[src/rtl/piso_pkg.sv]
// Shared types and limits for the parallel-in serial-out serializer.
package piso_pkg;

  typedef enum logic [1:0] {
    IDLE   = 2'd0,
    SHIFT  = 2'd1,
    PARITY = 2'd2
  } piso_state_t;

  localparam int PISO_MAX_WIDTH = 32;

endpackage

[src/rtl/piso_bit_counter.sv]
// Loadable down-counter with zero flag; holds at zero instead of wrapping.
module piso_bit_counter #(
  parameter int WIDTH = 8
) (
  input  logic                       clk,
  input  logic                       rst_n,
  input  logic                       load_i,
  input  logic                       dec_i,
  output logic [$clog2(WIDTH)-1:0]   cnt_o,
  output logic                       zero_o
);

  localparam int CW = $clog2(WIDTH);
  localparam logic [CW-1:0] CNT_INIT = CW'(WIDTH - 1);

  logic [CW-1:0] cnt_q, cnt_d;

  always_comb begin
    cnt_d = cnt_q;
    if (load_i) begin
      cnt_d = CNT_INIT;
    end else if (dec_i && (cnt_q != '0)) begin
      cnt_d = cnt_q - CW'(1);
    end
  end

  always_ff @(posedge clk or negedge rst_n) begin
    if (!rst_n) begin
      cnt_q <= '0;
    end else begin
      cnt_q <= cnt_d;
    end
  end

  assign cnt_o  = cnt_q;
  assign zero_o = (cnt_q == '0);

endmodule

[src/rtl/piso_serializer.sv]
// MSB-first serializer with valid/ready load and sof/eof frame markers.
// Define PISO_PARITY_EN to append an even-parity bit to every frame.
module piso_serializer
  import piso_pkg::*;
#(
  parameter int WIDTH = 8
) (
  input  logic             clk,
  input  logic             rst_n,
  input  logic [WIDTH-1:0] din,
  input  logic             load_valid,
  output logic             load_ready,
  output logic             dout,
  output logic             dout_valid,
  output logic             sof,
  output logic             eof
);

  localparam int CW = $clog2(WIDTH);

  if (WIDTH < 2 || WIDTH > PISO_MAX_WIDTH) begin : g_width_check
    $error("piso_serializer: WIDTH out of range");
  end

  piso_state_t      state_q, state_d;
  logic [WIDTH-1:0] shreg_q, shreg_d;
  logic             dout_q, dout_d;
  logic             valid_q, valid_d;
  logic             sof_q, sof_d;
  logic             eof_q, eof_d;
  logic             load_acc;
  logic             cnt_dec;
  logic             cnt_zero;
  logic [CW-1:0]    cnt;
`ifdef PISO_PARITY_EN
  logic             par_q, par_d;
`endif

  // Ready whenever the line is free or its last bit is showing, so frames can abut.
  assign load_ready = (state_q == IDLE) || eof_q;
  assign load_acc   = load_valid && load_ready;
  assign cnt_dec    = (state_q == SHIFT) && !load_acc;

  piso_bit_counter #(.WIDTH(WIDTH)) u_bit_counter (
    .clk    (clk),
    .rst_n  (rst_n),
    .load_i (load_acc),
    .dec_i  (cnt_dec),
    .cnt_o  (cnt),
    .zero_o (cnt_zero)
  );

  always_comb begin
    state_d = state_q;
    shreg_d = shreg_q;
    dout_d  = 1'b0;
    valid_d = 1'b0;
    sof_d   = 1'b0;
    eof_d   = 1'b0;
`ifdef PISO_PARITY_EN
    par_d   = par_q;
`endif
    if (load_acc) begin
      // First bit goes straight to the output register; the rest wait in shreg.
      state_d = SHIFT;
      shreg_d = {din[WIDTH-2:0], 1'b0};
      dout_d  = din[WIDTH-1];
      valid_d = 1'b1;
      sof_d   = 1'b1;
`ifdef PISO_PARITY_EN
      par_d   = ^din;
`endif
    end else begin
      case (state_q)
        SHIFT: begin
          if (!cnt_zero) begin
            dout_d  = shreg_q[WIDTH-1];
            shreg_d = {shreg_q[WIDTH-2:0], 1'b0};
            valid_d = 1'b1;
`ifndef PISO_PARITY_EN
            eof_d   = (cnt == CW'(1));
`endif
          end else begin
`ifdef PISO_PARITY_EN
            state_d = PARITY;
            dout_d  = par_q;
            valid_d = 1'b1;
            eof_d   = 1'b1;
`else
            state_d = IDLE;
`endif
          end
        end
        PARITY:  state_d = IDLE;
        default: state_d = IDLE;
      endcase
    end
  end

  always_ff @(posedge clk or negedge rst_n) begin
    if (!rst_n) begin
      state_q <= IDLE;
      shreg_q <= '0;
      dout_q  <= 1'b0;
      valid_q <= 1'b0;
      sof_q   <= 1'b0;
      eof_q   <= 1'b0;
`ifdef PISO_PARITY_EN
      par_q   <= 1'b0;
`endif
    end else begin
      state_q <= state_d;
      shreg_q <= shreg_d;
      dout_q  <= dout_d;
      valid_q <= valid_d;
      sof_q   <= sof_d;
      eof_q   <= eof_d;
`ifdef PISO_PARITY_EN
      par_q   <= par_d;
`endif
    end
  end

  assign dout       = dout_q;
  assign dout_valid = valid_q;
  assign sof        = sof_q;
  assign eof        = eof_q;

endmodule

[config.mk]
export PLATFORM = sky130hd
export DESIGN_NAME = piso_serializer
export DESIGN_NICKNAME = d
export VERILOG_FILES = /design/src/rtl/piso_pkg.sv /design/src/rtl/piso_bit_counter.sv /design/src/rtl/piso_serializer.sv
export SDC_FILE = /design/constraint.sdc
export NUM_CORES = 1
export LEC_CHECK = 0
export CAP_MARGIN = 0
export CORE_UTILIZATION = 51
export CTS_BUF_LIST = sky130_fd_sc_hd__clkbuf_8
export DETAILED_ROUTE_END_ITERATION = 12
export PLACE_DENSITY = 0.89
export RECOVER_POWER = 50
export SYNTH_ARGS = -nofsm -noshare
export SYNTH_HDL_FRONTEND = slang
export SYNTH_HIERARCHICAL = 1
export SYNTH_SLANG_ARGS = --single-unit
[constraint.sdc]
create_clock -name clk -period 1.6 [get_ports clk]
set_input_delay 0.48 -clock clk [delete_from_list [all_inputs] [get_ports clk]]
set_output_delay 0.48 -clock clk [all_outputs]
set_load 0.02 [all_outputs]
# After elaboration in Yosys (flattened, before gate mapping)
# Index checks and enable logic that the tools add are counted.
dict set report totals {
  register_bits 17
  output_inout_bits 5
  wordCells 41
}
dict set report op_classes {
  n_addsub 1
  n_eq_ne 4
  mux 18
  n_reduce_logical 11
}
# op count
set op_table {}
lappend op_table {{8-bit 2-to-1 mux} 3}
lappend op_table {{1-bit 2-to-1 mux} 10}
lappend op_table {{2-bit 2-to-1 mux} 3}
lappend op_table {{3-bit 2-to-1 mux} 2}
lappend op_table {{2-bit nonzero test} 2}
lappend op_table {{3-bit by 1-bit == test with 1-bit output, second input constant} 1}
lappend op_table {{1-bit logical AND} 3}
lappend op_table {{3-bit zero test} 1}
lappend op_table {{3-bit inequality test, second input constant} 1}
lappend op_table {{3-bit nonzero test} 1}
lappend op_table {{3-bit by 1-bit subtractor with 3-bit output, second input constant} 1}
lappend op_table {{2-bit by 1-bit == test with 1-bit output, second input constant} 1}
lappend op_table {{2-bit zero test} 1}
lappend op_table {{2-bit inequality test, second input constant} 1}
lappend op_table {{2-bit AND reduction} 1}
lappend op_table {{1-bit zero test} 1}
lappend op_table {{1-bit logical OR} 1}

# Logic depth before layout (Yosys ltp)
# Gate-level depths: netlist of run 1.
dict set report depth {
  ltp_word 8
  ltp_mapped 7
  depth_no_buf 6
}

# Cells and area by module
# Netlist of run 1, hierarchy kept.
# module instances cells_each area_each_um2
set by_module_without_submodules {}
lappend by_module_without_submodules {piso_serializer 1 49 560.5}
lappend by_module_without_submodules {piso_bit_counter 1 18 180.2}

# Worst setup path before layout of run 1
# Ideal clock, no wire load.
dict set report synth_timing {
  path_type {flip-flop to flip-flop}
  start {reg eof_q, in the netlist eof}
  end {reg u_bit_counter.cnt_q[2], in the netlist u_bit_counter/cnt_o[2]}
  setup_ns 0.077
  arrival_time_ns 1.469
  required_time_ns 1.523
  slack_ns 0.054
  path_stages_with_launch 7
  synth_period_minus_slack_ns 1.546
  path_cell_list {dfrtp_1 nand2b_1 buf_6 and2_4 and2b_1 or2b_1 a21oi_1}
}
dict set report synth_between {
  elab_chain_len 6
  elab_cells_between_ends 7
  cone_classes {mux (1); reduce/logical (6)}
}
# element line_no
set synth_lines {}
lappend synth_lines {{start: declaration} piso_serializer.sv:30} ;# logic eof_q, eof_d;
lappend synth_lines {{start signal: assignment} piso_serializer.sv:117} ;# eof_q <= eof_d;
lappend synth_lines {{1-bit logical OR} piso_serializer.sv:40} ;# assign load_ready = (state_q == IDLE) || eof_q;
lappend synth_lines {{net load_ready} piso_serializer.sv:12} ;# output logic load_ready,
lappend synth_lines {{1-bit logical AND} piso_serializer.sv:41} ;# assign load_acc = load_valid && load_ready;
lappend synth_lines {{1-bit zero test} piso_serializer.sv:42} ;# assign cnt_dec = (state_q == SHIFT) && !load_acc;
lappend synth_lines {{1-bit logical AND} piso_serializer.sv:42}
lappend synth_lines {{net cnt_dec} piso_serializer.sv:32} ;# logic cnt_dec;
lappend synth_lines {{1-bit logical AND} piso_bit_counter.sv:22} ;# end else if (dec_i && (cnt_q != '0)) begin
lappend synth_lines {{2-bit nonzero test (no source line)} -}
lappend synth_lines {{end signal: assignment} piso_bit_counter.sv:31} ;# cnt_q <= cnt_d;
lappend synth_lines {{end: declaration} piso_bit_counter.sv:16} ;# logic [CW-1:0] cnt_q, cnt_d;
# The timed path passes the listed nets, and every way through them passes these cells.
# A chain may end at the register's enable or synchronous reset.

# Final worst setup path of run 1
dict set report layout_timing {
  start {reg eof_q, in the netlist eof}
  end {out load_ready}
}
dict set report layout_between {
  elab_chain_len 1
}
# element line_no
set layout_lines {}
lappend layout_lines {{1-bit logical OR} piso_serializer.sv:40}
lappend layout_lines {{end: declaration} piso_serializer.sv:12}
# No other way between the ends.

==> flow_metrics.tcl, run 1 <==
set metrics [dict create \
    switching_power_uw 692 \
    synth_cell_types 22 \
    period_share 0.952 \
    postSynth.topFlopCell "sky130_fd_sc_hd__dfrtp_1" \
    timing.final.hold_violations 0 \
    clkLatencyLatePin_ns 0.25 \
    seq_power_share 0.323 \
    number_of_global_route_vias_before_repair 510 \
    synth.cell_area_um2 741 \
    nets 106 \
    detail_route.vias_per_cell 5.27 \
    synth.yosys.seq_area_share 0.507 \
    ys_top_cells_by_area "sky130_fd_sc_hd__dfrtp_1 (51%), sky130_fd_sc_hd__mux2i_1 (8.1%), sky130_fd_sc_hd__nand3_1 (5.4%), sky130_fd_sc_hd__o21ai_1 (4.1%), sky130_fd_sc_hd__and4bb_1 (3.4%)" \
    grt_first_pass_wirelength_um 2150 \
    drt-pass1-iter-count 4 \
    finalCriticalPeriod_ns 1.52 \
    total_power_uw 1880 \
    area_fraction_of_the_dominant_cell_type_after_synthesis 0.507 \
    num_io_pins 16 \
    worst_ep_required_time_ns 1.12 \
    detailedPlacementHpwl_um 1080 \
    globalRouteTotalUtil 0.218 \
    stdcell_area_um2 1020 \
    starting_density_of_the_core 0.555 \
    grt_remaining_overflow 0 \
    synth_enable_flop_cells 0 \
    p_comb_frac 0.515 \
    clock_tree.buffer_depth 2 \
    setup.worst_path.start_class "flop" \
    area_growth_pct 38.0 \
    power_density_nw_per_um2 1840 \
    die_x_um 40.1 \
    netlist_top_cells_count "sky130_fd_sc_hd__dfrtp_1 (15), sky130_fd_sc_hd__nand3_1 (8), sky130_fd_sc_hd__mux2i_1 (6), sky130_fd_sc_hd__o21ai_1 (6)" \
    die-area_um2 1610 \
    number_of_antenna_violations_at_the_first_check_in_global_routing 0 \
    drt.antenna.violating_nets 0 \
    fraction_of_layout_instances_using_a_drive_strength_above_1 0.261 \
    finalClockSkew_ns 0.00436 \
    synthAdderAreaFrac 0.0338 \
    timing.critical_path.fanout_max 2 \
    power.share.clock 0.163 \
    cts_h_tree_depth 1 \
    p_leak_uw 0.000495 \
    finalWeightedCongestion 0.751 \
    numPortBuffers 15 \
    synth_warnings 6 \
    asyncSetResetFlopFracSynth 1.00 \
    drt_first_iter_violations 16 \
    numCtsBuffers 3 \
    synthCells 67 \
    path_class "reg2out" \
    clock-sinks 15 \
    std_cell_rows 13 \
    die_h_um 40.1 \
    netSwitchingFraction 0.367 \
    slew_violations 0 \
    drv_cap 0 \
    worst-endpoint-arrival_ns 1.04 \
    maximum_clock_frequency_mhz 656 \
    drt-wirelength-per-cell_um 14.2 \
    synth-xor-area-share 0 \
    status "completed" \
    antenna-diode-count 0 \
    synth_area_per_cell_um2 11.1 \
    synth_simple_gate_area_share 0.235 \
    sequential_cell_area_um2 375 \
    floorplan.core_area_um2 1330 \
    clkTransAtPathRegs_ns 0.06 \
    post_synth_top_area_cell "sky130_fd_sc_hd__dfrtp_1" \
    synth_compound_area_frac 0.0845 \
    worst_slew_pin_slew_ns 0.785 \
    fin_worst_hold_slack_ns 0.495 \
    setup_violating_endpoint_count_in_the_final_report 0 \
    hold_path.class "reg2reg" \
    cts_tree "built" \
    total_internal_power_uw 1190 \
    rsz0062_at_grt "false" \
    cts_root_buffer "sky130_fd_sc_hd__clkbuf_8" \
    routed-via-count 564 \
    drc 0 \
    yosys.cell_count.top_type "sky130_fd_sc_hd__dfrtp_1" \
    postLayoutCoreUtil 0.766 \
    grt_start_max_net_pins 16 \
    totalWireLength_um 1520 \
    synth_nets 80 \
    main_combinational_cell_family_by_area_after_synthesis "simple AND/OR/NAND/NOR gates" \
    fill_cells 91 \
    endpoint_kind "output pin" \
    ir_worst_vdd_v 0.00106 \
    synth-seq-cells 15 \
    postPlaceCellArea_um2 937 \
    synth.mux.area_fraction 0.0811 \
    multi_input_area_um2 350 \
    slew_headroom 0.477 \
]
-- metrics by stage --
stage	TNS [ns]	cells	setup WS [ns]
final	0	107	0.0762
after global routing	0	107	0.00358
after CTS	0	106	0.00212
after detailed placement	-0.472	101	-0.170
after global placement	-0.387	101	-0.131
after floorplan	0	67	0.0539
-- power by group through the flow --
stage	sequential (µW)	combinational, µW	clock, µW
2_1_floorplan	637	565	0
3_3_place_gp	610	828	0
3_5_place_dp	620	852	0
4_1_cts	605	860	312
5_1_grt	627	1080	323
6_report	609	970	306
-- critical path: stages (launching register included) --
cell,delay [ns]
sky130_fd_sc_hd__dfrtp_1,0.37
sky130_fd_sc_hd__nand2b_4,0.15
sky130_fd_sc_hd__clkdlybuf4s15_1,0.28
-- logic make-up after synthesis --
| family | Yosys count |
|---|---|
| buffers and inverters | 7 |
| AO/OA/AOI/OAI | 11 |
| multiplexers | 6 |
| flip-flops | 15 |
| adder cells (fa/ha/maj) | 2 |
| AND/OR/NAND/NOR | 26 |
-- sequential cells by signal (all words and copies together) (netlist names) --
name	flops
shreg_q	7
u_bit_counter/cnt_o	3
sof	1
eof	1
state_q	1
dout	1
dout_valid	1
-- layer usage --
layer	vias up	GRT usage	routed length, µm
met4	0	0.155	15
li1	280	-	-
met2	13	0.367	768
met3	2	0.0389	67
met5	-	0	0
met1	269	0.245	664
-- area by class of cell --
type	count	share of cell area
clock buffer	3	0.0404
inverter	3	0.0110
multi-input combinational	45	0.343
tap	15	0.0184
sequential	15	0.367
clock inverter	1	0.00490
timing repair buffer	25	0.215
-- final timing paths --
kind | start | endpoint | slack (ns) | depth (start not counted)
max in group asynchronous | rst_n | eof | 0.29 | 2
setup / recovery | eof | load_ready | 0.08 | 2
setup reg to reg | eof | u_bit_counter/cnt_o[0] | 0.09 | 6
min in group asynchronous | rst_n | shreg_q[7] | 0.82 | 2
hold / removal | u_bit_counter/cnt_o[2] | eof | 0.50 | 1
hold reg to reg | u_bit_counter/cnt_o[2] | eof | 0.50 | 1
-- placed cells by master, fill, tap and decap left out, types with 3 or more instances in the layout --
cell type                         Yosys  layout
sky130_fd_sc_hd__clkbuf_8             0       3
sky130_fd_sc_hd__nor2_1               3       3
sky130_fd_sc_hd__clkdlybuf4s50_1      0       9
sky130_fd_sc_hd__a21oi_2              0       3
sky130_fd_sc_hd__inv_1                3       3
sky130_fd_sc_hd__nand3_1              8       8
sky130_fd_sc_hd__o21ai_1              6       6
sky130_fd_sc_hd__buf_4                0       6
sky130_fd_sc_hd__dfrtp_1             15      15
sky130_fd_sc_hd__dlygate4sd2_1        0       4
sky130_fd_sc_hd__mux2i_1              6       6
-- repair_timing --
| action | CTS | global route |
|---|---|---|
| setup buffers | 1 | 1 |
| pin swaps | 0 | 0 |
| cloned | 0 | 0 |
| setup endpoints to repair | 10 | 8 |
| hold buffers | 0 | 0 |
| gates resized for setup | 6 | 10 |
Power figures use the tool's default switching activity.
==> run 2: changes to the inputs <==
CORE_MARGIN = 5   (was unset)
GPL_TIMING_DRIVEN = 0   (was unset)
SKIP_LAST_GASP = 1   (was unset)
==> flow_metrics.tcl, run 2 (synthesis results as in run 1) <==
set metrics [dict create \
    finalWeightedCongestion 0.787 \
    worst_r2r_path_depth 6 \
    grt_remaining_overflow 0 \
    antenna-diode-count 0 \
    number_of_global_route_vias_before_repair 530 \
    grt_start_max_net_pins 17 \
    die_h_um 48.1 \
    setup.worst_path.start_class "flop" \
    hold-path-endpoint "eof" \
    status "completed" \
    cts_root_buffer "sky130_fd_sc_hd__clkbuf_8" \
    cts_tree "built" \
    setup_slack_on_the_worst_flop_to_flop_path_ns 0.09 \
    worst_slew_pin_slew_ns 0.670 \
    globalRouteTotalUtil 0.155 \
    worst-endpoint-arrival_ns 1.05 \
    number_of_antenna_violations_at_the_first_check_in_global_routing 0 \
    drv_cap 0 \
    timing.final.hold_violations 0 \
    routed-via-count 536 \
    die-area_um2 2310 \
    clkTransAtPathRegs_ns 0.05 \
    min_delay_path_depth 1 \
    floorplan.core_area_um2 1330 \
    clkLatencyLatePin_ns 0.24 \
    clock-sinks 15 \
    numCtsBuffers 3 \
    drt_first_iter_violations 10 \
    critical_path.reg2reg.startpoint "eof" \
    starting_density_of_the_core 0.555 \
    endpoint_kind "output pin" \
    slew_violations 0 \
    final_cell_mix "sky130_fd_sc_hd__dfrtp_1 (15), sky130_fd_sc_hd__nand3_1 (8), sky130_fd_sc_hd__clkdlybuf4s50_1 (8)" \
    ir_worst_vdd_v 0.00102 \
    fraction_of_layout_instances_using_a_drive_strength_above_1 0.163 \
    postLayoutCoreUtil 0.715 \
    path_class "reg2out" \
    num_io_pins 16 \
    period_share 0.954 \
    setup_tns_ns 0 \
    setup_violating_endpoint_count_in_the_final_report 0 \
    clock_tree.buffer_depth 2 \
    largest_reg_flops 7 \
    cts_h_tree_depth 1 \
    worst_ep_required_time_ns 1.12 \
    drt.antenna.violating_nets 0 \
    rsz0062_at_grt "true" \
    endpoint_of_the_worst_register_to_register_path "u_bit_counter/cnt_o[0]" \
    numPortBuffers 14 \
    final_common_cell "sky130_fd_sc_hd__dfrtp_1" \
    totalWireLength_um 1520 \
    die_x_um 48.1 \
    drt-pass1-iter-count 4 \
    maximum_clock_frequency_mhz 655 \
    finalClockSkew_ns 0.00414 \
    area_growth_pct 28.7 \
    finalCriticalPeriod_ns 1.53 \
    p_leak_uw 0.000473 \
    grt_first_pass_wirelength_um 2370 \
    detail_route.vias_per_cell 5.31 \
    nets 100 \
    drt-wirelength-per-cell_um 15.0 \
    drc 0 \
    std_cell_rows 13 \
    power_density_nw_per_um2 1820 \
    timing.critical_path.fanout_max 10 \
    holdBufCountCts 0 \
    hold_path.class "reg2reg" \
    regMostFlops "shreg_q" \
    slew_headroom 0.552 \
    holdCritStartpoint "u_bit_counter/cnt_o[2]" \
]
==> run 2: worst max-delay path: stages, from the launching register on <==
cell and delay (ns):
sky130_fd_sc_hd__dfrtp_1 0.36, sky130_fd_sc_hd__nand2b_1 0.15, sky130_fd_sc_hd__buf_6 0.14, sky130_fd_sc_hd__buf_2 0.16
==> run 2: how the worst max path moves through the flow <==
stage	cells past startpoint	end	start
after floorplan	6	u_bit_counter/cnt_o[2]	eof
after global placement	3	load_ready	state_q[0]
after detailed placement	3	load_ready	state_q[0]
after CTS	3	load_ready	eof
after global routing	6	u_bit_counter/cnt_o[0]	eof
final	3	load_ready	eof
==> run 2: layout make-up <==
cell class | instances | area (µm²)
tap | 15 | 18.8
clock buffer | 3 | 41.3
timing repair buffer | 15 | 138
inverter | 3 | 11.3
sequential | 15 | 375
fill | 109 | 380
buffer | 4 | 41.3
multi-input combinational | 45 | 324
clock inverter | 1 | 3.75
==> run 2: per-stage QoR <==
| stage | instances | area, µm² | setup slack [ns] | power [µW] | hold slack (ns) |
|---|---|---|---|---|---|
| CTS | 100 | 950 | -0.0308 | 1740 | 0.495 |
| finish | 101 | 953 | 0.0738 | 1730 | 0.494 |
| floorplan | 67 | 741 | 0.0539 | 1200 | 0.184 |
| global placement | 96 | 900 | -0.0861 | 1410 | 0.482 |
| global route | 101 | 953 | -0.00588 | 1870 | 0.529 |
| detailed placement | 96 | 900 | -0.0988 | 1440 | 0.488 |
==> run 2: timing repair <==
action                                  4_1_cts  5_1_grt
setup buffers                                 0        1
gates resized for setup                       9        2
endpoints found under the setup margin       10        9
==> run 2: metal layers <==
layer,vias up,GRT usage,share of wire
met5,-,0,0
met4,0,0.0645,0.0066
met3,2,0.0443,0.055
met2,9,0.251,0.52
met1,256,0.193,0.42
li1,269,-,-
==> run 2: report_power, final <==
| group | leakage [µW] | switching, µW | internal [µW] |
|---|---|---|---|
| Combinational | 0.000261 | 428 | 406 |
| Sequential | 0.000185 | 79.4 | 527 |
| Clock | 0.0000269 | 123 | 170 |
==> run 3: changes to the inputs <==
--- a/config.mk
+++ b/config.mk
@@ -10,4 +10,5 @@
 export CORE_UTILIZATION = 51
 export CTS_BUF_LIST = sky130_fd_sc_hd__clkbuf_8
+export CTS_CLUSTER_SIZE = 30
 export DETAILED_ROUTE_END_ITERATION = 12
 export GPL_TIMING_DRIVEN = 0
==> constraint.sdc (replaced) <==
create_clock -name clk -period 1.6 [get_ports clk]
set_input_delay 0.24 -clock clk [delete_from_list [all_inputs] [get_ports clk]]
set_output_delay 0.24 -clock clk [all_outputs]
set_load 0.02 [all_outputs]
==> flow_metrics.tcl, run 3 (synthesis results as in run 1) <==
set metrics [dict create \
    final_common_cell "sky130_fd_sc_hd__dfrtp_1" \
    endpoint_of_the_worst_register_to_register_path "u_bit_counter/cnt_o[0]" \
    globalRouteTotalUtil 0.149 \
    path_class "reg2reg" \
    drt-wirelength-per-cell_um 14.5 \
    holdCritStartpoint "load_valid" \
    hold_path.class "in2reg" \
    stdcell_area_um2 962 \
    hold-path-endpoint "shreg_q[6]" \
    maximum_clock_frequency_mhz 661 \
    critical_path.reg2reg.startpoint "eof" \
    numCtsBuffers 3 \
    sequential_cell_area_um2 375 \
    cts_h_tree_depth 1 \
    number_of_antenna_violations_at_the_first_check_in_global_routing 0 \
    grt_first_pass_wirelength_um 2300 \
    die_x_um 48.1 \
    clkTransAtPathRegs_ns 0.06 \
    postPlaceCellArea_um2 900 \
    clock_tree.buffer_depth 2 \
    std_cell_rows 13 \
    slew_violations 0 \
    worst_r2r_path_depth 6 \
    area_growth_pct 29.9 \
    finalCriticalPeriod_ns 1.51 \
    fill_cells 107 \
    number_of_global_route_vias_before_repair 528 \
    num_io_pins 16 \
    setup.worst_path.start_class "flop" \
    cts_tree "built" \
    slew_headroom 0.551 \
    drv_cap 0 \
    timing.critical_path.fanout_max 10 \
    clock-sinks 15 \
    worst-endpoint-arrival_ns 1.68 \
    p_leak_uw 0.000464 \
    holdBufCountCts 0 \
    place_worst_setup_slack_ns -0.0463 \
    setup_tns_ns 0 \
    ir_worst_vdd_v 0.00102 \
    rsz0062_at_grt "true" \
    drt.antenna.violating_nets 0 \
    drc 0 \
    min_delay_path_depth 3 \
    die-area_um2 2310 \
    nets 100 \
    final.setup.worst_slack_ns 0.0874 \
    floorplan.core_area_um2 1330 \
    drt_first_iter_violations 12 \
    finalClockSkew_ns 0.00355 \
    fraction_of_layout_instances_using_a_drive_strength_above_1 0.151 \
    setup_violating_endpoint_count_in_the_final_report 0 \
    die_h_um 48.1 \
    timing.final.hold_violations 0 \
    grt_start_max_net_pins 17 \
    worstSetupStartpoint "eof" \
    clkLatencyLatePin_ns 0.24 \
    multi_input_area_um2 324 \
    finalWeightedCongestion 0.787 \
    largest_reg_flops 7 \
    drt-pass1-iter-count 4 \
    antenna-diode-count 0 \
    final_cell_mix "sky130_fd_sc_hd__dfrtp_1 (15), sky130_fd_sc_hd__clkdlybuf4s50_1 (12), sky130_fd_sc_hd__nand3_1 (8)" \
    detail_route.vias_per_cell 5.34 \
    cts_root_buffer "sky130_fd_sc_hd__clkbuf_8" \
    worst_ep_required_time_ns 1.77 \
    routed-via-count 539 \
    power_density_nw_per_um2 1830 \
    status "completed" \
    worst_slew_pin_slew_ns 0.671 \
    totalWireLength_um 1470 \
    endpoint_kind "flop" \
    regMostFlops "shreg_q" \
    postLayoutCoreUtil 0.721 \
    total_power_uw 1760 \
    starting_density_of_the_core 0.555 \
    numPortBuffers 14 \
    setup_slack_on_the_worst_flop_to_flop_path_ns 0.09 \
    period_share 0.945 \
    grt_remaining_overflow 0 \
]
run 3: final cells by class:
type                    instances  area share
repair buffers                 15       0.152
clock inverters                 1     0.00390
flip-flops and latches         15       0.390
well taps                      15      0.0195
inverters                       3      0.0117
plain buffers                   4      0.0429
multi-input cells              45       0.337
clock buffers                   3      0.0429
run 3: power by group:
group          total (µW)  internal, µW  switching (µW)
Clock                 294           170             124
Combinational         858           432             426
Sequential            607           528            79.9
Total                1760          1130             630
run 3: worst max-delay path by stage:
stage / to / slack, ns / depth (start not counted)
floorplan: u_bit_counter/cnt_o[2] / 0.05 / 6
global route: u_bit_counter/cnt_o[0] / -0.009 / 6
global placement: shreg_q[7] / 0.008 / 7
finish: u_bit_counter/cnt_o[0] / 0.09 / 6
detailed placement: shreg_q[7] / -0.05 / 7
CTS: shreg_q[7] / 0.0007 / 7
run 3: what timing repair did:
action	4_1_cts	5_1_grt
setup endpoints to repair	6	8
resized for setup	3	1
setup buffers	0	1
run 3: worst max-delay path: stages (launching register included):
cell and delay [ns]:
sky130_fd_sc_hd__dfrtp_1 0.36, sky130_fd_sc_hd__nand2b_1 0.15, sky130_fd_sc_hd__buf_6 0.14, sky130_fd_sc_hd__and2_4 0.17, sky130_fd_sc_hd__and2b_1 0.22, sky130_fd_sc_hd__or2b_1 0.27, sky130_fd_sc_hd__a21oi_1 0.13
run 3: stage by stage:
step | cells | hold WS [ns]
after floorplan | 67 | -0.0556
after global placement | 96 | 0.482
after detailed placement | 96 | 0.488
after CTS | 100 | 0.323
after global routing | 101 | 0.362
final | 101 | 0.331
run 3: routing by layer:
| metal | GRT usage | wire [µm] |
|---|---|---|
| met1 | 0.193 | 652 |
| met2 | 0.230 | 712 |
| met3 | 0.0443 | 91 |
| met4 | 0.0645 | 10 |
| met5 | 0 | 0 |
